==> src/rtl/mips_multicycle_ctrl_if.sv <==
// Purpose: control bundle between the multicycle MIPS controller and its datapath.
// Latency: none, wires only.
// Backpressure: memory stalls arrive as mem_ready and are resolved inside the controller.
//
// Signals: instruction fields op/funct, ALU zero flag and memory handshake go from the
// datapath to the controller. Enables, mux selects, ALU function and status come back.
// master = controller side, slave = datapath side.
interface mips_multicycle_ctrl_if;
    logic [5:0] op;
    logic [5:0] funct;
    logic       zero;
    logic       mem_ready;

    logic       iord;
    logic       memwrite;
    logic       irwrite;
    logic       regdst;
    logic       memtoreg;
    logic       regwrite;
    logic       alusrca;
    logic [1:0] alusrcb;
    logic [1:0] pcsrc;
    logic       pcen;
    logic [2:0] alucontrol;
    logic       illegal_op;
    logic       halted;
    logic [3:0] state_o;

    modport master (
        input  op, funct, zero, mem_ready,
        output iord, memwrite, irwrite, regdst, memtoreg, regwrite,
               alusrca, alusrcb, pcsrc, pcen, alucontrol, illegal_op,
               halted, state_o
    );

    modport slave (
        output op, funct, zero, mem_ready,
        input  iord, memwrite, irwrite, regdst, memtoreg, regwrite,
               alusrca, alusrcb, pcsrc, pcen, alucontrol, illegal_op,
               halted, state_o
    );
endinterface

==> src/rtl/mips_multicycle_ctrl.sv <==
// Purpose: main control FSM and ALU decoder for the multicycle MIPS datapath.
// Latency: Moore outputs decoded from the state register; pcen also follows zero in the same cycle.
// Backpressure: FETCH, MEMRD and MEMWR hold their state while mem_ready is low.
//
// Ports: clk, reset_n (async active-low) plain; everything else on bus (master modport):
//   inputs op, funct, zero, mem_ready; outputs datapath enables/selects, alucontrol,
//   illegal_op, halted and the 4-bit state for debug.
module mips_multicycle_ctrl #(
    parameter bit ILLEGAL_TRAP = 1'b0
) (
    input  logic                   clk,
    input  logic                   reset_n,
    mips_multicycle_ctrl_if.master bus
);

    typedef enum logic [3:0] {
        S_FETCH  = 4'd0,
        S_DECODE = 4'd1,
        S_MEMADR = 4'd2,
        S_MEMRD  = 4'd3,
        S_MEMWB  = 4'd4,
        S_MEMWR  = 4'd5,
        S_EXEC   = 4'd6,
        S_ALUWB  = 4'd7,
        S_BEQ    = 4'd8,
        S_ADDIEX = 4'd9,
        S_ADDIWB = 4'd10,
        S_JUMP   = 4'd11,
        S_HALT   = 4'd12
    } state_t;

    localparam logic [5:0] OP_RTYPE = 6'b000000;
    localparam logic [5:0] OP_LW    = 6'b100011;
    localparam logic [5:0] OP_SW    = 6'b101011;
    localparam logic [5:0] OP_BEQ   = 6'b000100;
    localparam logic [5:0] OP_ADDI  = 6'b001000;
    localparam logic [5:0] OP_J     = 6'b000010;

    localparam logic [2:0] ALU_ADD = 3'b010;
    localparam logic [2:0] ALU_SUB = 3'b110;
    localparam logic [2:0] ALU_AND = 3'b000;
    localparam logic [2:0] ALU_OR  = 3'b001;
    localparam logic [2:0] ALU_SLT = 3'b111;

    state_t state_q;
    state_t state_d;

    logic       iord_c, memwrite_c, irwrite_c, regdst_c, memtoreg_c, regwrite_c;
    logic       alusrca_c, pcwrite_c, branch_c, illegal_c, halted_c;
    logic [1:0] alusrcb_c, pcsrc_c;
    logic [2:0] alucontrol_c;

    always_ff @(posedge clk or negedge reset_n) begin
        if (!reset_n) begin
            state_q <= S_FETCH;
        end else begin
            state_q <= state_d;
        end
    end

    always_comb begin
        state_d = S_FETCH;
        case (state_q)
            S_FETCH:  state_d = bus.mem_ready ? S_DECODE : S_FETCH;
            S_DECODE: begin
                case (bus.op)
                    OP_LW, OP_SW: state_d = S_MEMADR;
                    OP_RTYPE:     state_d = S_EXEC;
                    OP_BEQ:       state_d = S_BEQ;
                    OP_ADDI:      state_d = S_ADDIEX;
                    OP_J:         state_d = S_JUMP;
                    default:      state_d = ILLEGAL_TRAP ? S_HALT : S_FETCH;
                endcase
            end
            S_MEMADR: state_d = (bus.op == OP_LW) ? S_MEMRD : S_MEMWR;
            S_MEMRD:  state_d = bus.mem_ready ? S_MEMWB : S_MEMRD;
            S_MEMWB:  state_d = S_FETCH;
            S_MEMWR:  state_d = bus.mem_ready ? S_FETCH : S_MEMWR;
            S_EXEC:   state_d = S_ALUWB;
            S_ALUWB:  state_d = S_FETCH;
            S_BEQ:    state_d = S_FETCH;
            S_ADDIEX: state_d = S_ADDIWB;
            S_ADDIWB: state_d = S_FETCH;
            S_JUMP:   state_d = S_FETCH;
            S_HALT:   state_d = S_HALT;
            // Encodings 13-15 are never entered normally; recover to FETCH.
            default:  state_d = S_FETCH;
        endcase
    end

    always_comb begin
        iord_c       = 1'b0;
        memwrite_c   = 1'b0;
        irwrite_c    = 1'b0;
        regdst_c     = 1'b0;
        memtoreg_c   = 1'b0;
        regwrite_c   = 1'b0;
        alusrca_c    = 1'b0;
        alusrcb_c    = 2'b00;
        pcsrc_c      = 2'b00;
        pcwrite_c    = 1'b0;
        branch_c     = 1'b0;
        alucontrol_c = ALU_ADD;
        illegal_c    = 1'b0;
        halted_c     = 1'b0;
        case (state_q)
            S_FETCH: begin
                alusrcb_c = 2'b01;
                // Instruction load and PC+4 commit only when the fetch completes.
                irwrite_c = bus.mem_ready;
                pcwrite_c = bus.mem_ready;
            end
            S_DECODE: begin
                // Branch target is precomputed here into ALUOut.
                alusrcb_c = 2'b11;
                case (bus.op)
                    OP_LW, OP_SW, OP_RTYPE, OP_BEQ, OP_ADDI, OP_J: illegal_c = 1'b0;
                    default:                                      illegal_c = 1'b1;
                endcase
            end
            S_MEMADR: begin
                alusrca_c = 1'b1;
                alusrcb_c = 2'b10;
            end
            S_MEMRD:  iord_c = 1'b1;
            S_MEMWB: begin
                memtoreg_c = 1'b1;
                regwrite_c = 1'b1;
            end
            S_MEMWR: begin
                iord_c     = 1'b1;
                memwrite_c = 1'b1;
            end
            S_EXEC: begin
                alusrca_c = 1'b1;
                case (bus.funct)
                    6'b100000: alucontrol_c = ALU_ADD;
                    6'b100010: alucontrol_c = ALU_SUB;
                    6'b100100: alucontrol_c = ALU_AND;
                    6'b100101: alucontrol_c = ALU_OR;
                    6'b101010: alucontrol_c = ALU_SLT;
                    default:   alucontrol_c = ALU_ADD;
                endcase
            end
            S_ALUWB: begin
                regdst_c   = 1'b1;
                regwrite_c = 1'b1;
            end
            S_BEQ: begin
                alusrca_c    = 1'b1;
                alucontrol_c = ALU_SUB;
                pcsrc_c      = 2'b01;
                branch_c     = 1'b1;
            end
            S_ADDIEX: begin
                alusrca_c = 1'b1;
                alusrcb_c = 2'b10;
            end
            S_ADDIWB: regwrite_c = 1'b1;
            S_JUMP: begin
                pcsrc_c   = 2'b10;
                pcwrite_c = 1'b1;
            end
            S_HALT:   halted_c = 1'b1;
            default: ;
        endcase
    end

    // Reset forces the state to FETCH, so selects already show FETCH values;
    // the enables are gated explicitly so FETCH's mem_ready-driven strobes stay off.
    assign bus.iord       = iord_c;
    assign bus.memwrite   = reset_n & memwrite_c;
    assign bus.irwrite    = reset_n & irwrite_c;
    assign bus.regdst     = regdst_c;
    assign bus.memtoreg   = memtoreg_c;
    assign bus.regwrite   = reset_n & regwrite_c;
    assign bus.alusrca    = alusrca_c;
    assign bus.alusrcb    = alusrcb_c;
    assign bus.pcsrc      = pcsrc_c;
    assign bus.pcen       = reset_n & (pcwrite_c | (branch_c & bus.zero));
    assign bus.alucontrol = alucontrol_c;
    assign bus.illegal_op = reset_n & illegal_c;
    assign bus.halted     = reset_n & halted_c;
    assign bus.state_o    = state_q;

endmodule

==> src/flat_wrapper.sv <==
// flat-port wrapper written by rule: the top's interface ports become plain ports
module mips_multicycle_ctrl_flat 
#(
    parameter bit ILLEGAL_TRAP = 1'b0
)
  (clk, reset_n, bus_op, bus_funct, bus_zero, bus_mem_ready, bus_iord, bus_memwrite, bus_irwrite, bus_regdst, bus_memtoreg, bus_regwrite, bus_alusrca, bus_alusrcb, bus_pcsrc, bus_pcen, bus_alucontrol, bus_illegal_op, bus_halted, bus_state_o);
  mips_multicycle_ctrl_if bus_i ();
  input  logic clk;
  input  logic reset_n;
  input wire logic [$bits(bus_i.op)-1:0] bus_op;
  input wire logic [$bits(bus_i.funct)-1:0] bus_funct;
  input wire logic [$bits(bus_i.zero)-1:0] bus_zero;
  input wire logic [$bits(bus_i.mem_ready)-1:0] bus_mem_ready;
  output wire logic [$bits(bus_i.iord)-1:0] bus_iord;
  output wire logic [$bits(bus_i.memwrite)-1:0] bus_memwrite;
  output wire logic [$bits(bus_i.irwrite)-1:0] bus_irwrite;
  output wire logic [$bits(bus_i.regdst)-1:0] bus_regdst;
  output wire logic [$bits(bus_i.memtoreg)-1:0] bus_memtoreg;
  output wire logic [$bits(bus_i.regwrite)-1:0] bus_regwrite;
  output wire logic [$bits(bus_i.alusrca)-1:0] bus_alusrca;
  output wire logic [$bits(bus_i.alusrcb)-1:0] bus_alusrcb;
  output wire logic [$bits(bus_i.pcsrc)-1:0] bus_pcsrc;
  output wire logic [$bits(bus_i.pcen)-1:0] bus_pcen;
  output wire logic [$bits(bus_i.alucontrol)-1:0] bus_alucontrol;
  output wire logic [$bits(bus_i.illegal_op)-1:0] bus_illegal_op;
  output wire logic [$bits(bus_i.halted)-1:0] bus_halted;
  output wire logic [$bits(bus_i.state_o)-1:0] bus_state_o;
  assign bus_i.op = bus_op;
  assign bus_i.funct = bus_funct;
  assign bus_i.zero = bus_zero;
  assign bus_i.mem_ready = bus_mem_ready;
  assign bus_iord = bus_i.iord;
  assign bus_memwrite = bus_i.memwrite;
  assign bus_irwrite = bus_i.irwrite;
  assign bus_regdst = bus_i.regdst;
  assign bus_memtoreg = bus_i.memtoreg;
  assign bus_regwrite = bus_i.regwrite;
  assign bus_alusrca = bus_i.alusrca;
  assign bus_alusrcb = bus_i.alusrcb;
  assign bus_pcsrc = bus_i.pcsrc;
  assign bus_pcen = bus_i.pcen;
  assign bus_alucontrol = bus_i.alucontrol;
  assign bus_illegal_op = bus_i.illegal_op;
  assign bus_halted = bus_i.halted;
  assign bus_state_o = bus_i.state_o;
  mips_multicycle_ctrl #(.ILLEGAL_TRAP(ILLEGAL_TRAP)) u_core (.clk(clk), .reset_n(reset_n), .bus(bus_i));
endmodule
==> config.mk <==
export PLATFORM = sky130hd
export DESIGN_NAME = mips_multicycle_ctrl_flat
export DESIGN_NICKNAME = d
export VERILOG_FILES = /design/src/rtl/mips_multicycle_ctrl_if.sv /design/src/rtl/mips_multicycle_ctrl.sv /design/src/flat_wrapper.sv
export SDC_FILE = /design/constraint.sdc
export NUM_CORES = 1
export LEC_CHECK = 0
export ABC_CLOCK_PERIOD_IN_PS = 2200
export CELL_PAD_IN_SITES_DETAIL_PLACEMENT = 1
export CELL_PAD_IN_SITES_GLOBAL_PLACEMENT = 2
export CORE_MARGIN = 1.5
export CORE_UTILIZATION = 17
export DETAILED_ROUTE_END_ITERATION = 12
export PLACE_DENSITY_LB_ADDON = 0.1
export SLEW_MARGIN = 10
export SYNTH_ARGS = -nofsm -noshare
export SYNTH_HDL_FRONTEND = slang
export SYNTH_SLANG_ARGS = --single-unit
export TNS_END_PERCENT = 50
==> constraint.sdc <==
create_clock -name clk -period 2.2 [get_ports clk]
set_input_delay 0.44 -clock clk [delete_from_list [all_inputs] [get_ports clk]]
set_output_delay 0.44 -clock clk [all_outputs]
set_load 0.005 [all_outputs]
==> impl_metrics.env <==
export IMPL_outcome="finished, final reports clean"
export IMPL_drtIter0Drc=26
export IMPL_viasPerCell=4.63
export IMPL_critical_path_required_ps=1760
export IMPL_clkLatencyLatePin_ps=240
export IMPL_grt_usage=0.137
export IMPL_arrival_ps=1720
export IMPL_via_count=833
export IMPL_yosys_register_bits=4
export IMPL_syn_instance_count=80
export IMPL_start_util=0.184
export IMPL_grt_pass1_vias=796
export IMPL_skew_ps=4.68
export IMPL_ant_nets=0
export IMPL_synth_top_cells_by_count="nor2_1, a21oi_1, nand2b_1"
export IMPL_ys_seq_area_frac=0.174
export IMPL_grt_overflow_total=0
export IMPL_grt_pass1_wl_mm=3.73
export IMPL_ys_types=37
export IMPL_slew_violations=0
export IMPL_yosysMostFrequentCell="nor2_1"
export IMPL_clk_pin_slew_ps=40
export IMPL_layout_min_cycle_time_ps=2160
export IMPL_critPathBufInv=2
export IMPL_die_area_mm2=0.00374
export IMPL_largest_reg_flops=4
export IMPL_die_h_um=61.2
export IMPL_cts_root_buf="clkbuf_4"
export IMPL_dp_hpwl_mm=1.94
export IMPL_antenna_cells=0
export IMPL_core_mm2=0.00313
export IMPL_yosysTopAreaCell="dfrtp_1"
export IMPL_slowest_delay_ps=480
export IMPL_synth_edf_count=0
export IMPL_crit_path_end_kind="output port"
export IMPL_synth_ff_type="dfrtp_1"
export IMPL_crit_path_top_delay_cell="or4b_4"
export IMPL_critPathKind="input pin to output port"
export IMPL_antenna_found_initial=0
export IMPL_finalNonFillerCells=180
export IMPL_path_max_fanout=3
export IMPL_hold_viol_final=0
export IMPL_maxCapViolations=0
export IMPL_yosys_area_top_type_share=0.174
export IMPL_place_gp_congestion=0.760
export IMPL_cts_htree_levels=1
export IMPL_cts_hold_fix_buffers=0
export IMPL_routed_wl_mm=2.38
export IMPL_cts_tree="yes"
export IMPL_drive_above_1_share=0.279
export IMPL_clockBufferDepth=2
export IMPL_crit_chain="clkdlybuf4s50_1 > or4b_4 > nand2b_4 > clkdlybuf4s15_1"
export IMPL_syn_area_per_cell_um2=7.19
export IMPL_final_area_mm2=0.00122
export IMPL_hp_class="input pin to async pin"
export IMPL_grt_start_max_net_pins=16
export IMPL_die_width_um=61.2
export IMPL_drc=0
export IMPL_synth_area_leaders="dfrtp_1, nor2_1, nand2b_1"
export IMPL_vdd_ir_drop_max_v=0.000266
export IMPL_placed_area_mm2=0.00113
export IMPL_wl_per_cell_um=13.2
export IMPL_synth_nets=96
export IMPL_ys_warn_count=0
export IMPL_layout_nets=154
export IMPL_numCtsBuffers=3
export IMPL_p_per_area_mw_per_mm2=363
export IMPL_p_leak_nw=0.563
export IMPL_total_power_mw=0.444
export IMPL_clkSinkCount=4
export IMPL_syn_area_um2=576
export IMPL_finalSetupViolations=0
export IMPL_ys_async_sr_fraction=1.00
export IMPL_start_kind="input pin"
export IMPL_firstDrtPassIters=4
export IMPL_ios=37
export IMPL_synthToLayoutAreaGrowth_pct=112
export IMPL_dp_cells=176
export IMPL_rsz0062_at_grt="no"
export IMPL_worst_pin_slew_ps=512
export IMPL_io_buffer_count=36
export IMPL_fin_crit_sh=0.981
export IMPL_rows=20
export IMPL_path_delay_family="buffers and inverters"
export IMPL_fmax_mhz=464
export IMPL_relSlewSlack=0.655
## report_power, final
part           leakage, nW  total (mW)  internal, mW  switching, mW
clock network       0.0138      0.0955        0.0613         0.0342
registers           0.0540      0.0860        0.0812        0.00477
logic                0.495       0.262         0.146          0.116
total                0.563       0.444         0.288          0.155
## final cells by class
type	count	area (µm²)
fill	392	1910
multi-input combinational	71	509
tap	44	55.1
timing repair buffer	57	531
inverter	1	3.75
clock buffer	3	22.5
sequential	4	100
## stage by stage
stage / setup WS, ps / hold WS [ps] / setup TNS [ps] / utilization
after floorplan: 464 / 144 / 0 / -
after global placement: -401 / 652 / -1260 / 0.361
after detailed placement: -437 / 666 / -1370 / 0.361
after CTS: -233 / 611 / -261 / 0.376
after global routing: 2.21 / 634 / 0 / 0.390
final: 42.5 / 615 / 0 / 0.390
## routing by layer
metal	up-vias	share of wire	GRT usage
met5	-	0	0
met4	0	0.0059	0.0280
met3	2	0.055	0.0378
met2	27	0.48	0.210
met1	391	0.46	0.193
li1	413	-	-
## kinds of logic after synthesis
family                 after synthesis  synth area share
AND/OR/NAND/NOR                     49             0.511
AO/OA/AOI/OAI                       18             0.202
buffers and inverters                5            0.0478
flip-flops                           4             0.174
XOR/XNOR                             2            0.0304
multiplexers                         2            0.0348
## tightest hold or removal path: stages
cell             delay [ps]
clkdlybuf4s50_1         470
buf_4                   140
buf_4                   130
## final timing paths
path / from / endpoint / cells past startpoint / slack, ps
worst max-delay path: bus_funct[5] / bus_alucontrol[1] / 4 / 40
worst min-delay path: reset_n / u_core.bus.state_o[0] / 3 / 620
worst max register to register: u_core.bus.state_o[2] / u_core.bus.state_o[2] / 6 / 470
worst min register to register: u_core.bus.state_o[3] / u_core.bus.state_o[0] / 2 / 670
max in group asynchronous: reset_n / u_core.bus.state_o[2] / 3 / 1480
min in group clk: u_core.bus.state_o[3] / u_core.bus.state_o[0] / 2 / 670
## what timing repair did
item / 4_1_cts / 5_1_grt
resized for setup: 20 / 13
buffers inserted: 1 / 0
endpoints found under the setup margin: 13 / 5
pin swaps: 2 / 3
## cell usage in the layout (no fill, tap or decap), drive strengths merged, types with 2 or more instances in the layout
cell type      synthesis  routed
or2                    3       3
nor4                   2       2
nand2                  3       3
and3b                  2       2
clkdlybuf4s50          0      20
nor2                  12      12
dlygate4sd2            0       9
nand3                  2       2
nand3b                 2       2
clkbuf                 2       4
nor2b                  3       3
nor3b                  4       4
mux2i                  2       2
buf                    2      21
xnor2                  2       2
nand2b                 6       6
dlymetal6s2s           0       5
a21oi                  6       6
o21ai                  4       4
dfrtp                  4       4
nor3                   2       2
or4                    3       3
No activity file was read; power rests on OpenSTA's default activity.
